<file path="config.mk">
export PLATFORM = sky130hd
export DESIGN_NAME = mar_mdr_ctrl_flat
export DESIGN_NICKNAME = d
export VERILOG_FILES = /design/src/rtl/mar_mdr_ctrl_pkg.sv /design/src/rtl/mar_mdr_ctrl_if.sv /design/src/rtl/mar_mdr_ctrl_wait_timer.sv /design/src/rtl/mar_mdr_ctrl.sv /design/src/flat_wrapper.sv
export SDC_FILE = /design/constraint.sdc
export NUM_CORES = 1
export LEC_CHECK = 0
export CORE_ASPECT_RATIO = 1.2
export CORE_MARGIN = 2
export CORE_UTILIZATION = 40
export DETAILED_ROUTE_END_ITERATION = 8
export PLACE_DENSITY_LB_ADDON = 0.25
export SYNTH_ARGS = -nofsm -noshare
export SYNTH_HDL_FRONTEND = slang
export SYNTH_SLANG_ARGS = --single-unit
</file>
<file path="constraint.sdc">
create_clock -name clk -period 3.2 [get_ports clk]
set_clock_uncertainty 0.2 [all_clocks]
set_input_delay 0.32 -clock clk [delete_from_list [all_inputs] [get_ports clk]]
set_output_delay 0.32 -clock clk [all_outputs]
set_load 0.02 [all_outputs]
</file>
<file path="src/rtl/mar_mdr_ctrl_pkg.sv">
// mem_pkg -- shared definitions for the MAR/MDR memory-interface stage.
//
// Contents:
//   state_t        access FSM states (IDLE, REQ, WAIT, DONE)
//   ADDR_W_DEF     default MAR / memory address width
//   DATA_W_DEF     default MDR / bus / memory data width
//   TIMEOUT_DEF    default number of cycles to wait for mem_ack
//   TIMEOUT_FILL   value loaded into MDR when an access times out
//
// Optional feature macro used by the files that import this package:
//   MDR_PARITY_EN  even-parity checking of memory read data

package mem_pkg;

  localparam int ADDR_W_DEF  = 16;
  localparam int DATA_W_DEF  = 16;
  localparam int TIMEOUT_DEF = 15;

  // Wide enough for any practical DATA_W; users slice the low bits.
  localparam logic [63:0] TIMEOUT_FILL = '1;

  typedef enum logic [1:0] {
    IDLE = 2'd0,
    REQ  = 2'd1,
    WAIT = 2'd2,
    DONE = 2'd3
  } state_t;

endpackage

</file>
<file path="src/rtl/mar_mdr_ctrl_if.sv">
// mar_mdr_ctrl_if -- request/acknowledge bus between the MAR/MDR stage and
// the memory array.
//
// Signals:
//   mem_req    controller -> memory  access request
//   mem_we     controller -> memory  write qualifier, valid while mem_req
//   mem_addr   controller -> memory  address (MAR contents)
//   mem_wdata  controller -> memory  write data (MDR contents)
//   mem_rdata  memory -> controller  read data, valid with mem_ack
//   mem_ack    memory -> controller  one-cycle completion
//   mem_rpar   memory -> controller  even parity over mem_rdata
//                                    (only when MDR_PARITY_EN is defined)
//
// Modports: master (controller side), slave (memory side).

interface mar_mdr_ctrl_if #(
  parameter int ADDR_W = mem_pkg::ADDR_W_DEF,
  parameter int DATA_W = mem_pkg::DATA_W_DEF
);

  logic              mem_req;
  logic              mem_we;
  logic [ADDR_W-1:0] mem_addr;
  logic [DATA_W-1:0] mem_wdata;
  logic [DATA_W-1:0] mem_rdata;
  logic              mem_ack;

`ifdef MDR_PARITY_EN
  logic              mem_rpar;

  modport master (
    output mem_req, mem_we, mem_addr, mem_wdata,
    input  mem_rdata, mem_ack, mem_rpar
  );

  modport slave (
    input  mem_req, mem_we, mem_addr, mem_wdata,
    output mem_rdata, mem_ack, mem_rpar
  );
`else
  modport master (
    output mem_req, mem_we, mem_addr, mem_wdata,
    input  mem_rdata, mem_ack
  );

  modport slave (
    input  mem_req, mem_we, mem_addr, mem_wdata,
    output mem_rdata, mem_ack
  );
`endif

endinterface

</file>
<file path="src/rtl/mar_mdr_ctrl_wait_timer.sv">
// wait_timer -- 8-bit saturating wait-state counter.
//
// Ports:
//   clk      in   clock, rising edge
//   rst_n    in   asynchronous active-low reset (count -> 0)
//   clr      in   synchronous clear, wins over en
//   en       in   count up by one; holds at 8'hFF instead of wrapping
//   expired  out  count == TIMEOUT
//
// Parameter TIMEOUT: 1..255.

module wait_timer #(
  parameter int TIMEOUT = mem_pkg::TIMEOUT_DEF
) (
  input  logic clk,
  input  logic rst_n,
  input  logic clr,
  input  logic en,
  output logic expired
);

  localparam logic [7:0] LIMIT = 8'(TIMEOUT);

  logic [7:0] count;

  always_ff @(posedge clk or negedge rst_n) begin
    if (!rst_n) begin
      count <= 8'd0;
    end else if (clr) begin
      count <= 8'd0;
    end else if (en && count != 8'hFF) begin
      count <= count + 8'd1;
    end
  end

  assign expired = (count == LIMIT);

endmodule

</file>
<file path="src/rtl/mar_mdr_ctrl.sv">
// mar_mdr_ctrl -- memory-interface stage holding MAR and MDR and running a
// request/acknowledge access against memory, with a wait-state timeout.
//
// Parameters:
//   ADDR_W   MAR / memory address width (must not exceed DATA_W)
//   DATA_W   MDR / bus / memory data width
//   TIMEOUT  cycles to wait for mem_ack before giving up, 1..255
//
// Ports:
//   clk, rst_n  clock and asynchronous active-low reset
//   ldmar       load MAR from bus_in low bits (IDLE only)
//   ldmdr       load MDR from bus_in (IDLE only)
//   mem_en      start an access (accepted in IDLE only)
//   r_w         access direction, 1 = write, 0 = read
//   bus_in      CPU bus
//   mar_q       MAR contents
//   mdr_q       MDR contents
//   ready       access complete, one-cycle pulse
//   err         sticky timeout flag, cleared by the next accepted mem_en
//   perr        sticky read-parity error (only with MDR_PARITY_EN)
//   mem         memory bus, master side (see mar_mdr_ctrl_if)
//
// Optional feature macro: MDR_PARITY_EN -- checks mem_rpar against the even
// parity of mem_rdata on each read acknowledge and reports it on perr.

module mar_mdr_ctrl
  import mem_pkg::*;
#(
  parameter int ADDR_W  = ADDR_W_DEF,
  parameter int DATA_W  = DATA_W_DEF,
  parameter int TIMEOUT = TIMEOUT_DEF
) (
  input  logic              clk,
  input  logic              rst_n,
  input  logic              ldmar,
  input  logic              ldmdr,
  input  logic              mem_en,
  input  logic              r_w,
  input  logic [DATA_W-1:0] bus_in,
  output logic [ADDR_W-1:0] mar_q,
  output logic [DATA_W-1:0] mdr_q,
  output logic              ready,
  output logic              err,
`ifdef MDR_PARITY_EN
  output logic              perr,
`endif
  mar_mdr_ctrl_if.master    mem
);

  state_t state;
  state_t state_nxt;

  logic r_w_lat;
  logic busy;
  logic accept;
  logic ack_hit;
  logic timed_out;
  logic expired;

  assign busy      = (state == REQ) || (state == WAIT);
  assign accept    = (state == IDLE) && mem_en;
  // Acknowledge takes priority over an expiring timer in the same cycle.
  assign ack_hit   = busy && mem.mem_ack;
  assign timed_out = busy && !mem.mem_ack && expired;

  wait_timer #(
    .TIMEOUT (TIMEOUT)
  ) u_wait_timer (
    .clk     (clk),
    .rst_n   (rst_n),
    .clr     (accept),
    .en      (busy && !mem.mem_ack && !expired),
    .expired (expired)
  );

  always_ff @(posedge clk or negedge rst_n) begin
    if (!rst_n) begin
      state <= IDLE;
    end else begin
      state <= state_nxt;
    end
  end

  always_comb begin
    state_nxt = state;
    case (state)
      IDLE: if (mem_en) state_nxt = REQ;
      REQ,
      WAIT: begin
        if (ack_hit || timed_out) state_nxt = DONE;
        else                      state_nxt = WAIT;
      end
      DONE: state_nxt = IDLE;
      default: state_nxt = IDLE;
    endcase
  end

  // MAR and MDR only change in IDLE or at the end of an access, so
  // mem_addr/mem_wdata are stable for the whole request.
  always_ff @(posedge clk or negedge rst_n) begin
    if (!rst_n) begin
      mar_q   <= '0;
      mdr_q   <= '0;
      r_w_lat <= 1'b0;
      err     <= 1'b0;
    end else begin
      if (state == IDLE && ldmar) mar_q <= bus_in[ADDR_W-1:0];

      if (state == IDLE && ldmdr)   mdr_q <= bus_in;
      else if (ack_hit && !r_w_lat) mdr_q <= mem.mem_rdata;
      else if (timed_out)           mdr_q <= TIMEOUT_FILL[DATA_W-1:0];

      if (accept) r_w_lat <= r_w;

      if (accept)         err <= 1'b0;
      else if (timed_out) err <= 1'b1;
    end
  end

`ifdef MDR_PARITY_EN
  // Even parity: mem_rpar should equal the XOR of the data bits.
  always_ff @(posedge clk or negedge rst_n) begin
    if (!rst_n) begin
      perr <= 1'b0;
    end else if (accept) begin
      perr <= 1'b0;
    end else if (ack_hit && !r_w_lat) begin
      perr <= (^mem.mem_rdata) != mem.mem_rpar;
    end
  end
`endif

  assign ready         = (state == DONE);
  assign mem.mem_req   = busy;
  assign mem.mem_we    = busy && r_w_lat;
  assign mem.mem_addr  = mar_q;
  assign mem.mem_wdata = mdr_q;

endmodule

</file>
<file path="src/flat_wrapper.sv">
// flat-port wrapper written by rule: the top's interface ports become plain ports
module mar_mdr_ctrl_flat import mem_pkg::*;
#(
  parameter int ADDR_W  = ADDR_W_DEF,
  parameter int DATA_W  = DATA_W_DEF,
  parameter int TIMEOUT = TIMEOUT_DEF
)
  (clk, rst_n, ldmar, ldmdr, mem_en, r_w, bus_in, mar_q, mdr_q, ready, err, mem_mem_req, mem_mem_we, mem_mem_addr, mem_mem_wdata, mem_mem_rdata, mem_mem_ack);
  mar_mdr_ctrl_if #(.ADDR_W(ADDR_W), .DATA_W(DATA_W)) mem_i ();
  input  logic clk;
  input  logic rst_n;
  input  logic ldmar;
  input  logic ldmdr;
  input  logic mem_en;
  input  logic r_w;
  input  logic [DATA_W-1:0] bus_in;
  output logic [ADDR_W-1:0] mar_q;
  output logic [DATA_W-1:0] mdr_q;
  output logic ready;
  output logic err;
  output wire logic [$bits(mem_i.mem_req)-1:0] mem_mem_req;
  output wire logic [$bits(mem_i.mem_we)-1:0] mem_mem_we;
  output wire logic [$bits(mem_i.mem_addr)-1:0] mem_mem_addr;
  output wire logic [$bits(mem_i.mem_wdata)-1:0] mem_mem_wdata;
  input wire logic [$bits(mem_i.mem_rdata)-1:0] mem_mem_rdata;
  input wire logic [$bits(mem_i.mem_ack)-1:0] mem_mem_ack;
  assign mem_mem_req = mem_i.mem_req;
  assign mem_mem_we = mem_i.mem_we;
  assign mem_mem_addr = mem_i.mem_addr;
  assign mem_mem_wdata = mem_i.mem_wdata;
  assign mem_i.mem_rdata = mem_mem_rdata;
  assign mem_i.mem_ack = mem_mem_ack;
  mar_mdr_ctrl #(.ADDR_W(ADDR_W), .DATA_W(DATA_W), .TIMEOUT(TIMEOUT)) u_core (.clk(clk), .rst_n(rst_n), .ldmar(ldmar), .ldmdr(ldmdr), .mem_en(mem_en), .r_w(r_w), .bus_in(bus_in), .mar_q(mar_q), .mdr_q(mdr_q), .ready(ready), .err(err), .mem(mem_i));
endmodule
</file>
; ---- Word level (Yosys, flattened, before mapping)
; Cells that the tools add are included.
[op_classes]
add_sub_neg = 1
multipliers = 0
n_div = 0
n_lt_le_gt_ge = 0
eq_ne = 6
n_shift = 0
mux = 10
bitwise_logic = 0
n_reduce_logical = 20
[ops]
columns = cell, n
row1 = $mux W16, 3
row2 = $mux W8, 2
row3 = $logic_and A1 B1 Y1, 10
row4 = $add A8 B1 Y8 const B, 1
row5 = $eq A8 B4 Y1 const B, 1
row6 = $ne A8 B8 Y1 const B, 1
row7 = $pmux W2 S3, 1
row8 = $eq A2 B2 Y1 const B, 2
row9 = $reduce_bool A2 Y1, 2
row10 = $logic_not A1 Y1, 3
row11 = $mux W1, 3
row12 = $reduce_bool A3 Y1, 1
row13 = $eq A2 B1 Y1 const B, 1
row14 = $logic_not A2 Y1, 1
row15 = $logic_or A1 B1 Y1, 2
row16 = $mux W2, 1
row17 = $ne A2 B2 Y1 const B, 1
row18 = $reduce_or A2 Y1, 1
[totals]
register_bits = 44
latchBits = 0
mem_bits_rw = 0
rom_bits = 0
input_bits = 39
wordCells = 43
mem_count = 0

; ---- Depth between registers and ports, before layout
; Gate-level depths: netlist of run 1.
[depth]
ltp_word = 7
depth_mapped = 7

; ---- Cells and area by module
; From an unflattened synthesis of run 1, not the netlist that was laid out.
[unflattened]
cells_unflattened = 194
hier_area_um2 = 2270.9
[modules_own_cells]
columns = mod, n_inst, cells_per_inst, area_per_inst_um2, seq_area_each_um2
row1 = mar_mdr_ctrl, 1, 143, 1794.2, 900.9
row2 = wait_timer, 1, 51, 476.7, 200.2

; ---- Least setup slack after synthesis of run 1
; Ideal clock, no wire load.
[synth_timing]
path_type = register to register
from = register u_core.state[0]
to = register u_core.mdr_q[10]
setup_time_ps = 86
arrival_time_ps = 1653
setup_slack_ps = 1262
path_stages_with_launch = 8
n_path_buf = 1
period_less_slack_ps = 1938
cell_sequence = dfrtp_1 > inv_1 > ha_1 > and4b_1 > and2_1 > nand2_2 > buf_6 > a32oi_1
[synth_between]
elab_chain_cells = 6
[synth_rtl]
columns = item, line_no
row1 = start: declaration, mar_mdr_ctrl.sv:50  ; state_t state;
row2 = start signal: assignment, mar_mdr_ctrl.sv:80  ; state <= state_nxt;
row3 = $eq A2 B1 Y1 / $eq A2 B2 Y1 (equally long branches), mar_mdr_ctrl.sv:60  ; assign busy = (state == REQ) || (state == WAIT);
row4 = $logic_or A1 B1 Y1 (*), mar_mdr_ctrl.sv:60
row5 = via mem_mem_req, flat_wrapper.sv:21  ; output wire logic [$bits(mem_i.mem_req)-1:0] mem_mem_req;
row6 = $logic_and A1 B1 Y1, mar_mdr_ctrl.sv:63  ; assign ack_hit = busy && mem.mem_ack;
row7 = $logic_and A1 B1 Y1, mar_mdr_ctrl.sv:110  ; else if (ack_hit && !r_w_lat) mdr_q <= mem.mem_rdata;
row8 = $mux W16, mar_mdr_ctrl.sv:110
row9 = $mux W16, mar_mdr_ctrl.sv:109  ; if (state == IDLE && ldmdr) mdr_q <= bus_in;
row10 = end signal: assignment, mar_mdr_ctrl.sv:109
row11 = end signal: assignment, mar_mdr_ctrl.sv:110
row12 = end signal: assignment, mar_mdr_ctrl.sv:111  ; else if (timed_out) mdr_q <= TIMEOUT_FILL[DATA_W-1:0];
row13 = end: declaration, mar_mdr_ctrl.sv:41  ; output logic [DATA_W-1:0] mdr_q,
; Mark *: on every way through the listed nets, which the timed path passes. The rest lies on a longest branch.
; A chain may end at the register's enable or synchronous reset.

; ---- Final worst setup path of run 1
[layout_timing]
from = register u_core.state[0]
to = output port mem_mem_we
[layout_between]
elab_chain_cells = 3
[layout_rtl]
columns = item, line_no
row1 = $eq A2 B1 Y1 / $eq A2 B2 Y1 (equally long branches), mar_mdr_ctrl.sv:60
row2 = $logic_or A1 B1 Y1 (*), mar_mdr_ctrl.sv:60
row3 = $logic_and A1 B1 Y1 (*), mar_mdr_ctrl.sv:135  ; assign mem.mem_we = busy && r_w_lat;
row4 = end: declaration, flat_wrapper.sv:22  ; output wire logic [$bits(mem_i.mem_we)-1:0] mem_mem_we;
; Every way passes the cells marked *; elsewhere a longest branch is shown, timed or not.

==> impl.org, run 1 <==
** Placed design
- OpenSTA, run right after detailed placement, puts the worst setup slack at 1030 ps.
- GP Congestion :: 0.771
- Number of port buffers :: 106
- Summed over all nets, the half-perimeter wirelength after detailed placement is 4.23 mm.

** Critical path
- The worst register-to-register path has a setup slack of 1020 ps.
- STA classifies the critical path endpoint as an output port.
- The most critical setup path has its startpoint at u_core.state[0]$_DFFE_PN0P_.
- List of cells traversed by the critical path :: inv_1 > ha_1 > and2_1 > clkdlybuf4s50_1
- Slowest CP cell :: clkdlybuf4s50_1
- The worst register-to-register path ends at u_core.mdr_q[1]$_DFFE_PN0P_.
- STA classifies the critical path startpoint as a flop.
- For this run, the slowest stage of the critical path takes 600 ps.
- Data required time at the worst endpoint :: 2680 ps
- Levels on crit path :: 4
- The most critical setup path has its endpoint at mem_mem_we.
- The setup path with the least slack is of type flop to output port.
- Arr. time, crit path :: 1880 ps
- The number of buffers and inverters on the critical path is 2.
- Top fanout value on the critical path :: 7
- Measured in cells, the most critical reg-to-reg path has a length of 7.
- Worst R2R Start :: u_core.state[1]$_DFFE_PN0P_
- In this design, the largest share of critical-path delay is due to buffers and inverters.

** Routing
- Routed via count :: 1949
- Per-cell routed wire length :: 14.7 um
- After detailed routing, the total wire length is 5.72 mm.
- DRC violations left :: 0
- Before antenna repair, the detailed router went through 4 iterations.
- Average vias per placed instance :: 5.02
- Number of DRC markers in iteration 0 :: 138
- Post-DRT Antenna Nets :: 0

** Min path
- The path class of the tightest hold or removal check is primary input to asynchronous set/reset pin.

** Clock tree
- TritonCTS built the clock tree.
- In this run the number of H-tree levels came out at 2.
- In this run, post-CTS hold repair placed 0 buffers.
- CTS Buffer Depth :: 2
- Gates resized during post-CTS repair numbered 0.
- The clock reaches the later pin of the worst-skew pair after 300 ps.
- The tree is rooted in a clkbuf_8.
- Clock slew seen by the registers of the worst setup and hold paths :: 90 ps
- Once the clock tree was built, the setup fixing pass inserted 0 buffers.
- Buffers inserted during clock tree synthesis total 5.
- Number of clock sinks seen by CTS :: 44

** Status
- Violations in the final reports :: negative hold slack
- The run finished, with violations left.

** Pwr
- Total power density per cell area :: 1070 nW/um^2
- Static leakage :: 1.39 nW
- The worst-case IR drop observed on VDD is 0.539 mV.

** Synth
- Seq/Total Area, Yosys :: 0.469
- Number of nets produced by synthesis :: 277
- Yosys mapped the design onto 36 distinct sky130hd cell types.
- Synthesis produced a netlist whose cell count is 235.
- Syn Area/Cell :: 10.0 sq um
- Synth warn :: 0
- The synthesized netlist occupies a cell area of 2350 sq um.
- Synthesis inferred 44 register bits.

** STA
- Of the available clock period, the critical path in the final layout requires 0.751.
- Subtracting the final worst setup slack from the clock period gives 2400 ps.
- Post-route setup slack :: 796 ps
- Setup violations remaining at the end of the flow were counted as 0.
- The final number of hold-violating endpoints was 44.
- Slew at the pin closest to its max-slew limit :: 990 ps
- Setup total negative slack on the finished layout was measured at 0 ps.
- Pins over their slew limit :: 0
- Setup repair after global routing left no endpoint under its margin.
- Timing would allow up to 416 MHz.
- Headroom to the max-slew limit :: 0.340
- Across all hold checks on the routed design, the worst slack comes to -20.6 ps.

** Die
- The initial utilization of the core area, before any placement, comes to 0.415.
- Core Rows :: 30
- Core Footprint :: 5670 sq um
- The floorplan step set the die height to 88.0 um.
- The die covers 6510 sq um.
- In this run the count of I/O pins placed on the die edge is 107.
- From left edge to right edge, the die measures 74.0 um.

** GRT
- Antenna violations before repair :: 0
- In the global route stage, overall resource usage came out at 0.180.
- Global-route wire length before repair :: 9.07 mm
- Global routing finished with a remaining overflow of 0.
- Vias in the first global route :: 1890
- Largest net degree at the start of global routing :: 45

** Final layout
- In the layout the commonest cells are 105 x clkdlybuf4s50_1, 44 x nand2_1, 44 x dfrtp_1, 20 x nor2_1, 17 x mux2_2.
- Number of nets in the finished design :: 349
- 0 antenna diodes ended up in the layout.
- Most frequent standard cell in the layout excluding fill and tap cells :: clkdlybuf4s50_1
- Area growth syn-to-layout :: 41.6%
- Proportion of layout cells with a drive suffix above 1 :: 0.107

** Run
- Across the run, the number of max-cap violations was 0.
per-layer routing:
layer  GRT usage  routed length [um]  share of wire  up-vias
li1            -                   -              -      925
met1       0.221                2390           0.42      946
met2       0.310                2910           0.51       68
met3      0.0334                 319          0.056       10
met4      0.0661                 102          0.018        0
met5           0                   0              0        -
power breakdown:
group          leakage (nW)  internal [mW]  switching [mW]  total [mW]
clock                0.0614          0.256           0.198       0.453
sequential            0.524          0.805           0.198        1.00
combinational         0.805           1.04            1.08        2.12
state kept, by name, summed over array words and instances (netlist names):
register and cells:
u_core.state 2, u_core.mar_q 16, u_core.err 1, u_core.u_wait_timer.count 8, u_core.r_w_lat 1, u_core.mdr_q 16
through the flow:
step	std cells	instance area (sq um)	power [mW]	utilization	hold WS, ps
floorplan	235	2350	2.39	-	-176
global placement	380	3210	3.10	0.566	307
detailed placement	380	3210	3.15	0.566	314
CTS	388	3330	3.61	0.587	24.4
global route	388	3330	3.79	0.587	79.9
finish	388	3330	3.58	0.587	-20.6
synthesized netlist by cell type:
master	count	area share
dfrtp_1	44	0.47
nand2_1	44	0.070
nand2_2	1	0.0027
and2_1	4	0.011
a21oi_1	6	0.013
and4_1	1	0.0037
buf_4	34	0.11
nor3_2	1	0.0043
o211ai_1	1	0.0032
nand3b_1	1	0.0032
nor4_4	1	0.0091
clkbuf_1	2	0.0032
buf_2	2	0.0043
o22ai_1	1	0.0027
a32oi_1	16	0.060
and3_2	1	0.0032
o21ai_0	4	0.0085
nand3_1	2	0.0043
mux2_2	17	0.081
o21ai_1	2	0.0043
inv_1	4	0.0064
and4b_1	1	0.0043
a31oi_1	2	0.0053
nor3_1	1	0.0021
nor4b_1	1	0.0037
nand2b_1	4	0.011
and3_1	1	0.0027
or3_1	1	0.0027
nand4_1	2	0.0053
ha_1	3	0.016
buf_6	3	0.014
mux2i_1	3	0.013
o21a_1	2	0.0064
nor2_1	20	0.032
clkbuf_2	1	0.0021
and4_4	1	0.0048
cell families after synthesis:
kind of cell,share of synthesized area
AO/OA/AOI/OAI,0.103
AND/OR/NAND/NOR,0.179
buffers and inverters,0.139
flip-flops,0.469
adder cells (fa/ha/maj),0.0160
multiplexers,0.0942
how the worst min path moves through the flow:
stage | end | cells past startpoint
6_report | u_core.mar_q[12]$_DFFE_PN0P_ | 1
5_1_grt | u_core.mar_q[15]$_DFFE_PN0P_ | 1
4_1_cts | u_core.mar_q[12]$_DFFE_PN0P_ | 1
3_5_place_dp | u_core.err$_DFFE_PN0P_ | 2
3_3_place_gp | u_core.err$_DFFE_PN0P_ | 2
2_1_floorplan | u_core.err$_DFFE_PN0P_ | 0
layout make-up:
class	count	area, sq um
flip-flops and latches	44	1100
clock inverters	2	38.8
repair buffers	107	1060
well taps	80	100
clock buffers	6	82.6
multi-input cells	145	926
fillers	497	2340
inverters	4	15.0
No activity file was read; power rests on OpenSTA's default activity.
==> run 2: changes to the inputs <==
--- a/config.mk
+++ b/config.mk
@@ -7,7 +7,7 @@
 export LEC_CHECK = 0
 export CORE_ASPECT_RATIO = 1.2
 export CORE_MARGIN = 2
-export CORE_UTILIZATION = 40
+export CORE_UTILIZATION = 38
 export DETAILED_ROUTE_END_ITERATION = 8
 export PLACE_DENSITY_LB_ADDON = 0.25
 export SYNTH_ARGS = -nofsm -noshare
==> constraint.sdc (replaced) <==
create_clock -name clk -period 2 [get_ports clk]
set_clock_uncertainty 0.2 [all_clocks]
set_input_delay 0.2 -clock clk [delete_from_list [all_inputs] [get_ports clk]]
set_output_delay 0.2 -clock clk [all_outputs]
set_load 0.02 [all_outputs]
==> impl.org, run 2 (synthesis results as in run 1) <==
** Die
- Core Rows :: 31 (+3.3%)
- The die outline width is 75.8 um (+2.5%).
- Starting Density :: 0.391 (-0.0237)
- The area of the core came to 6010 sq um (+6.1%).
- Die Y-Extent :: 90.1 um (+2.5%)
- The area of the die came to 6830 sq um (+5.0%).
- The count of boundary I/O pins is 107 (unchanged).

** GRT
- The wire length of the first global-routing pass came to 9.32 mm (+2.8%).
- The initial antenna violation count came to 0 (unchanged).
- The all-layer global routing usage came to 0.175 (-0.00420).
- The maximum number of pins on one net before global-route repair is 33 (-27%).
- Grt total ovfl :: 0 (unchanged)
- Vias in the first global route :: 1866 (-1.3%)

** STA
- Static timing analysis puts the maximum clock frequency at 522 MHz.
- The final number of hold-violating endpoints is 0 (-100%).
- The transition time of the tightest slew-check pin is 631 ps (-359 ps).
- The routed design could run at a clock period as short as 1920 ps.
- Setup repair after global routing missed its margin :: no
- Setup violation total in the final timing report :: 0 (unchanged)
- Share of the clock period used by the worst path after layout :: 0.959
- The accumulated negative setup slack came to 0 ps (unchanged).
- The worst slew slack as a fraction of its limit was 0.579 (+0.240).
- The number of max-slew violations in the final report came to 0 (unchanged).
- Post-route setup slack :: 82.5 ps (-714 ps)

** Pwr
- The total chip power came to 5.77 mW (+61%).
- IR Drop Worst-Case VDD :: 0.773 mV (+44%)
- The power per cell area is 1690 nW/um^2 (+57%).
- The leakage power total was 1.43 nW (+2.8%).

** Min path
- Class of the most critical hold timing path :: primary input to flop

** Clock tree
- The clock insertion delay at the later pin of the skew report came to 300 ps (about the same).
- Buffer count from post-CTS setup fixing :: 0 (unchanged)
- The number of buffers created by CTS is 5 (unchanged).
- CTS Buffer Depth :: 2 (unchanged)
- Clock slew seen by the registers of the worst setup and hold paths :: 90 ps (about the same)
- The number of sinks driven by the clock tree is 44 (unchanged).
- The deepest level of the CTS H-tree came to 2 (unchanged).
- The cell sitting at the root of the clock tree is a clkbuf_8.
- TritonCTS built the clock tree.

** Final layout
- Relative to the synthesized area, the layout overhead comes to 45.2%.
- Number of nets in the finished design :: 356 (+2.0%)
- Non-filler instance count after layout :: 397 (+2.3%)
- Leading cell types in the layout, fill and taps excluded :: 103 x clkdlybuf4s50_1, 44 x nand2_1, 44 x dfrtp_1, 20 x nor2_1, 17 x mux2_2
- The fraction of the core area covered by cells at the end of the flow came to 0.567 (-0.0197).
- Most frequent standard cell in the layout excluding fill and tap cells :: clkdlybuf4s50_1
- The filler cell count in the final layout was 539 (+8.5%).
- Antenna Diode Count :: 0 (unchanged)
- Proportion of layout cells with a drive suffix above 1 :: 0.130 (+0.0230)
- Top flop regs :: u_core.mar_q (16), u_core.mdr_q (16), u_core.u_wait_timer.count (8)

** Routing
- Routed signal wires occupy layers up through met4.
- The number of antenna-violating nets in the routed design was 0 (unchanged).
- The count of vias placed by the detailed router is 1952 (+0.15%).
- Per-cell routed wire length :: 14.9 um (+1.2%)
- The post-detailed-routing wire length was 5.92 mm (+3.5%).
- Number of DRC markers in iteration 0 :: 89 (-36%)
- Drt pass-1 iters :: 4 (unchanged)
- Routed length on met1 :: 2.37 mm (-0.88%)
- Routed wl met3 :: 403 um (+26%)
- The wire length on met2 is 3.10 mm (+6.4%).
- The average via count per standard cell came to 4.92 (-2.1%).
- DRC violations left :: 0 (unchanged)

** Placed design
- The placer's final routability congestion estimate is 0.804 (+4.3%).
- The post-DP HPWL was 4.60 mm (+8.7%).
- The instance count after placement with tap cells included came to 388 (+2.1%).
- Number of port buffers :: 106 (unchanged)
- The post-place setup slack was -29.5 ps (-1060 ps).

** Critical path
- Worst Setup Start Kind :: flop
- The arrival time of the worst setup path was 1520 ps (-360 ps).
- The critical path is of the flop to output port type.
- The critical path required time is 1600 ps (-1080 ps).
- STA classifies the critical path endpoint as an output port.
- Top fanout value on the critical path :: 7 (unchanged)

** Run
- Max-Cap Viols :: 0 (unchanged)

** Status
- The flow ran to the end, and the final reports show no timing, DRC or antenna violations.
[run 2: metal layers]
layer,GRT usage,up-vias
met5,0,-
met4,0.0409,0
met3,0.0325,6
met2,0.304,72
met1,0.219,935
li1,-,939
[run 2: layout make-up]
cell class / instances / area [sq um] / area share
Timing Repair Buffer: 114 / 1140 / 0.335
Sequential cell: 44 / 1100 / 0.323
Multi-Input combinational cell: 145 / 935 / 0.274
Tap cell: 82 / 103 / 0.0301
Clock buffer: 5 / 68.8 / 0.0202
Clock inverter: 3 / 46.3 / 0.0136
Inverter: 4 / 15.0 / 0.00440
[run 2: path summary, 6_finish.rpt]
| kind | from | end | slack, ps | cells after the start |
|---|---|---|---|---|
| worst max-delay path | u_core.state[1]$_DFFE_PN0P_ | mem_mem_we | 80 | 4 |
| worst min-delay path | r_w | u_core.r_w_lat$_DFFE_PN0P_ | 230 | 3 |
| worst max register to register | u_core.state[1]$_DFFE_PN0P_ | u_core.mdr_q[5]$_DFFE_PN0P_ | 110 | 6 |
| worst min register to register | u_core.mar_q[15]$_DFFE_PN0P_ | u_core.mar_q[15]$_DFFE_PN0P_ | 330 | 1 |
| max in group asynchronous | rst_n | u_core.mar_q[4]$_DFFE_PN0P_ | 720 | 3 |
| min in group asynchronous | rst_n | u_core.mar_q[13]$_DFFE_PN0P_ | 250 | 2 |
[run 2: where the power goes]
part | total [mW] | switching [mW] | internal, mW
Clock | 0.703 | 0.326 | 0.376
Combinational | 3.47 | 1.75 | 1.73
Sequential | 1.59 | 0.304 | 1.29
[run 2: per-stage QoR]
step	hold WS (ps)	area, sq um
floorplan	-296	2350
global placement	47.2	3280
detailed placement	54.7	3280
CTS	211	3410
global route	242	3410
finish	228	3410
[run 2: critical path, cell delays in order (launching register included)]
cell and delay [ps]:
dfrtp_1 390, inv_1 80, ha_2 300, and2_1 170
clkdlybuf4s15_1 280
[run 2: timing repair]
action                                 CTS  global route
endpoints found under the hold margin   25             0
gates resized for setup                  3             3
setup endpoints to repair               13            19
pin swaps                                0             0
hold buffers                             1             0
==> edit, RTL diff (settings of run 2) <==
Change the package constant `ADDR_W_DEF` from 16 to 15.
--- a/src/rtl/mar_mdr_ctrl_pkg.sv
+++ b/src/rtl/mar_mdr_ctrl_pkg.sv
@@ -14,3 +14,3 @@
 
-  localparam int ADDR_W_DEF  = 16;
+  localparam int ADDR_W_DEF  = 15;
   localparam int DATA_W_DEF  = 16;
Interface: changed (resized mar_q and mem_mem_addr); port bits go from 107 to 105. The function was not compared with the original's and may differ.
==> edit against run 2 <==
Worst setup slack lost 0.047 ns. Sequential cell count decreased by 1. Fmax shrank 2.4%. Total power is 2.5% lower. Synthesized cell count fell by 1.3%. Synthesized area decreased by 4.3%. Wire length shrank 2.2%. Combinational power rose by 1%. Design area hardly changed. Critical path depth up 2. Highest routed layer unchanged. Via count is 0.87% higher.
==> edit: results (changes against run 2) <==
The multiplexer share of the synthesized area is 0.0796 (-0.0147). Clock tree synthesis selected as its root buffer the cell clkbuf_8. The number of DRC violations after detailed-routing iteration 0 was 86 (-3.4%). The final weighted congestion of routability-driven global placement was 0.827 (+2.8%).

The peak fanout along the critical path came to 5 (-2). The count of inserted antenna diode cells came to 0 (unchanged). The detailed-router iteration count before antenna repair is 4 (unchanged). The largest registers in the layout are u_core.mdr_q (16), u_core.mar_q (15), u_core.u_wait_timer.count (8). The share of the synthesized area in compound gates (AO/OA/AOI/OAI) is 0.110 (+0.00741). The flow ran to the end, and the final reports show no timing, DRC or antenna violations. The post-synthesis xor/xnor area fraction came out at 0.00390 (+0.00390). The count of vias placed by the detailed router is 1969 (+0.87%). The number of buffers inserted during clock tree synthesis came to 5 (unchanged). The number of filler instances in the final layout came out at 506 (-6.1%). The critical path is of the reg2reg type.

The register-to-register setup slack is 0.04 ns (-0.07 ns). The dominant register cell in the synthesized netlist is dfrtp_1. The part of the Yosys area used for sequential elements is 0.479 (+0.00999).

The final-stage net count came to 361 (+1.4%). The wire length of the first global-routing pass came to 8.89 mm (-4.6%). The leakage power summed over all cells came to 1.41 nW (-1.1%). The worst register-to-register path ends at u_core.u_wait_timer.count[5].

By area the synthesized netlist is led by dfrtp_1 (48%), buf_4 (10%), nand2_1 (7.8%). The number of maximum-capacitance violations is 0 (unchanged). The latest clock arrival within the worst-skew pair is between 0.2 and 0.3 ns. The number of nets in the synthesized netlist is 274 (-1.1%). The number of warning messages in the yosys log came out at 0 (unchanged). The total length of routed wires is 5.79 mm (-2.2%).

The worst hold path belongs to the class in2async. The async set-or-reset flop fraction in the synthesized netlist came out at 1.00 (unchanged). The peak supply drop is 868 uV (+12%). The commonest cells after synthesis are nand2_1 (47), dfrtp_1 (43), buf_4 (31), nor2_1 (21), a32oi_1 (16). The maximum number of pins on one net before global-route repair came out at 33 (unchanged). The global-route usage over all layers was 0.177 (+0.00127). The ratio of cells with drive above 1 in the final layout came to 0.169 (+0.0386).

The distinct cell type count of the synthesized netlist came to 32 (-11%). The number of buffers added on ports came out at 104 (-1.9%). The share of synthesized cell area in full adder, half adder and majority cells came out at 0.0167 (+0.000720). The actual slew at the worst max-slew pin came to 0.467 ns (-0.164 ns). The number of global-route vias before repair came out at 1849 (-0.91%). The total half-perimeter wirelength after legalization and detailed placement came out at 4.30 mm (-6.5%). The deepest level of the CTS H-tree was 2 (unchanged).

The total internal power came to 0.00327 W (-3.6%). In this run the critical register-to-register path is launched from u_core.state[0].
## edit: cell families (layout without fill, tap and decap cells)
| logic type | count (synthesis) | count (layout) |
|---|---|---|
| AOI/OAI and AO/OA | 34 | 34 |
| buffers and inverters | 48 | 136 |
| DFF | 43 | 43 |
| xor gates and xnor gates | 1 | 1 |
| and+or+nand+nor | 87 | 87 |
| muxes | 16 | 16 |
| adders and majority gates | 3 | 3 |
## edit: power groups by stage
stage	clock, W	sequential (W)	combinational (W)
2_1_floorplan	0	0.00192	0.00182
3_3_place_gp	0	0.00157	0.00338
3_5_place_dp	0	0.00159	0.00343
4_1_cts	0.000561	0.00157	0.00344
5_1_grt	0.000592	0.00162	0.00376
6_report	0.000544	0.00156	0.00352
## edit: what timing repair did
item	in CTS	in global routing
pin swaps	0	2
hold buffers	1	0
cloned	0	0
buffers inserted	2	2
hold endpoints to repair	20	0
endpoints found under the setup margin	22	21
resized for setup	4	14
## edit: worst max path at each step
stage                              endpoint  slack, ns  cells after the start
2_1_floorplan              u_core.mdr_q[10]      -0.07                      6
3_3_place_gp   u_core.u_wait_timer.count[5]     -0.009                      6
3_5_place_dp   u_core.u_wait_timer.count[5]      -0.04                      6
4_1_cts        u_core.u_wait_timer.count[5]       0.01                      6
5_1_grt        u_core.u_wait_timer.count[5]      -0.04                      6
6_report       u_core.u_wait_timer.count[5]       0.04                      6
## edit: final cells by class
cell class                      instances  share of cell area
Inverter                                6             0.00660
Clock buffer                            6              0.0213
Timing Repair Buffer                  122               0.351
Clock inverter                          2             0.00367
Sequential cell                        43               0.315
Multi-Input combinational cell        141               0.272
Tap cell                               80              0.0293
## edit: stage by stage
stage	util	std cells	cell area (sq um)	setup slack, ns	hold WS [ns]
after floorplan	-	232	2260	-0.0711	-0.296
after global routing	0.598	400	3410	-0.0371	0.236
after detailed placement	0.564	387	3220	-0.0449	-0.0212
final	0.598	400	3410	0.0351	0.183
after global placement	0.564	387	3220	-0.00885	-0.0173
after CTS	0.584	398	3330	0.0110	0.189
## edit: routing by layer
layer,routed length (um),global-route usage
met4,56,0.0438
met5,0,0
met2,2960,0.309
met1,2460,0.221
met3,319,0.0399
## edit: worst max-delay path, stage by stage (launching register included)
cell	delay (ns)
dfrtp_1	0.36
inv_1	0.08
ha_4	0.29
and3b_2	0.23
nand3_1	0.12
or4_1	0.50
a21oi_2	0.13
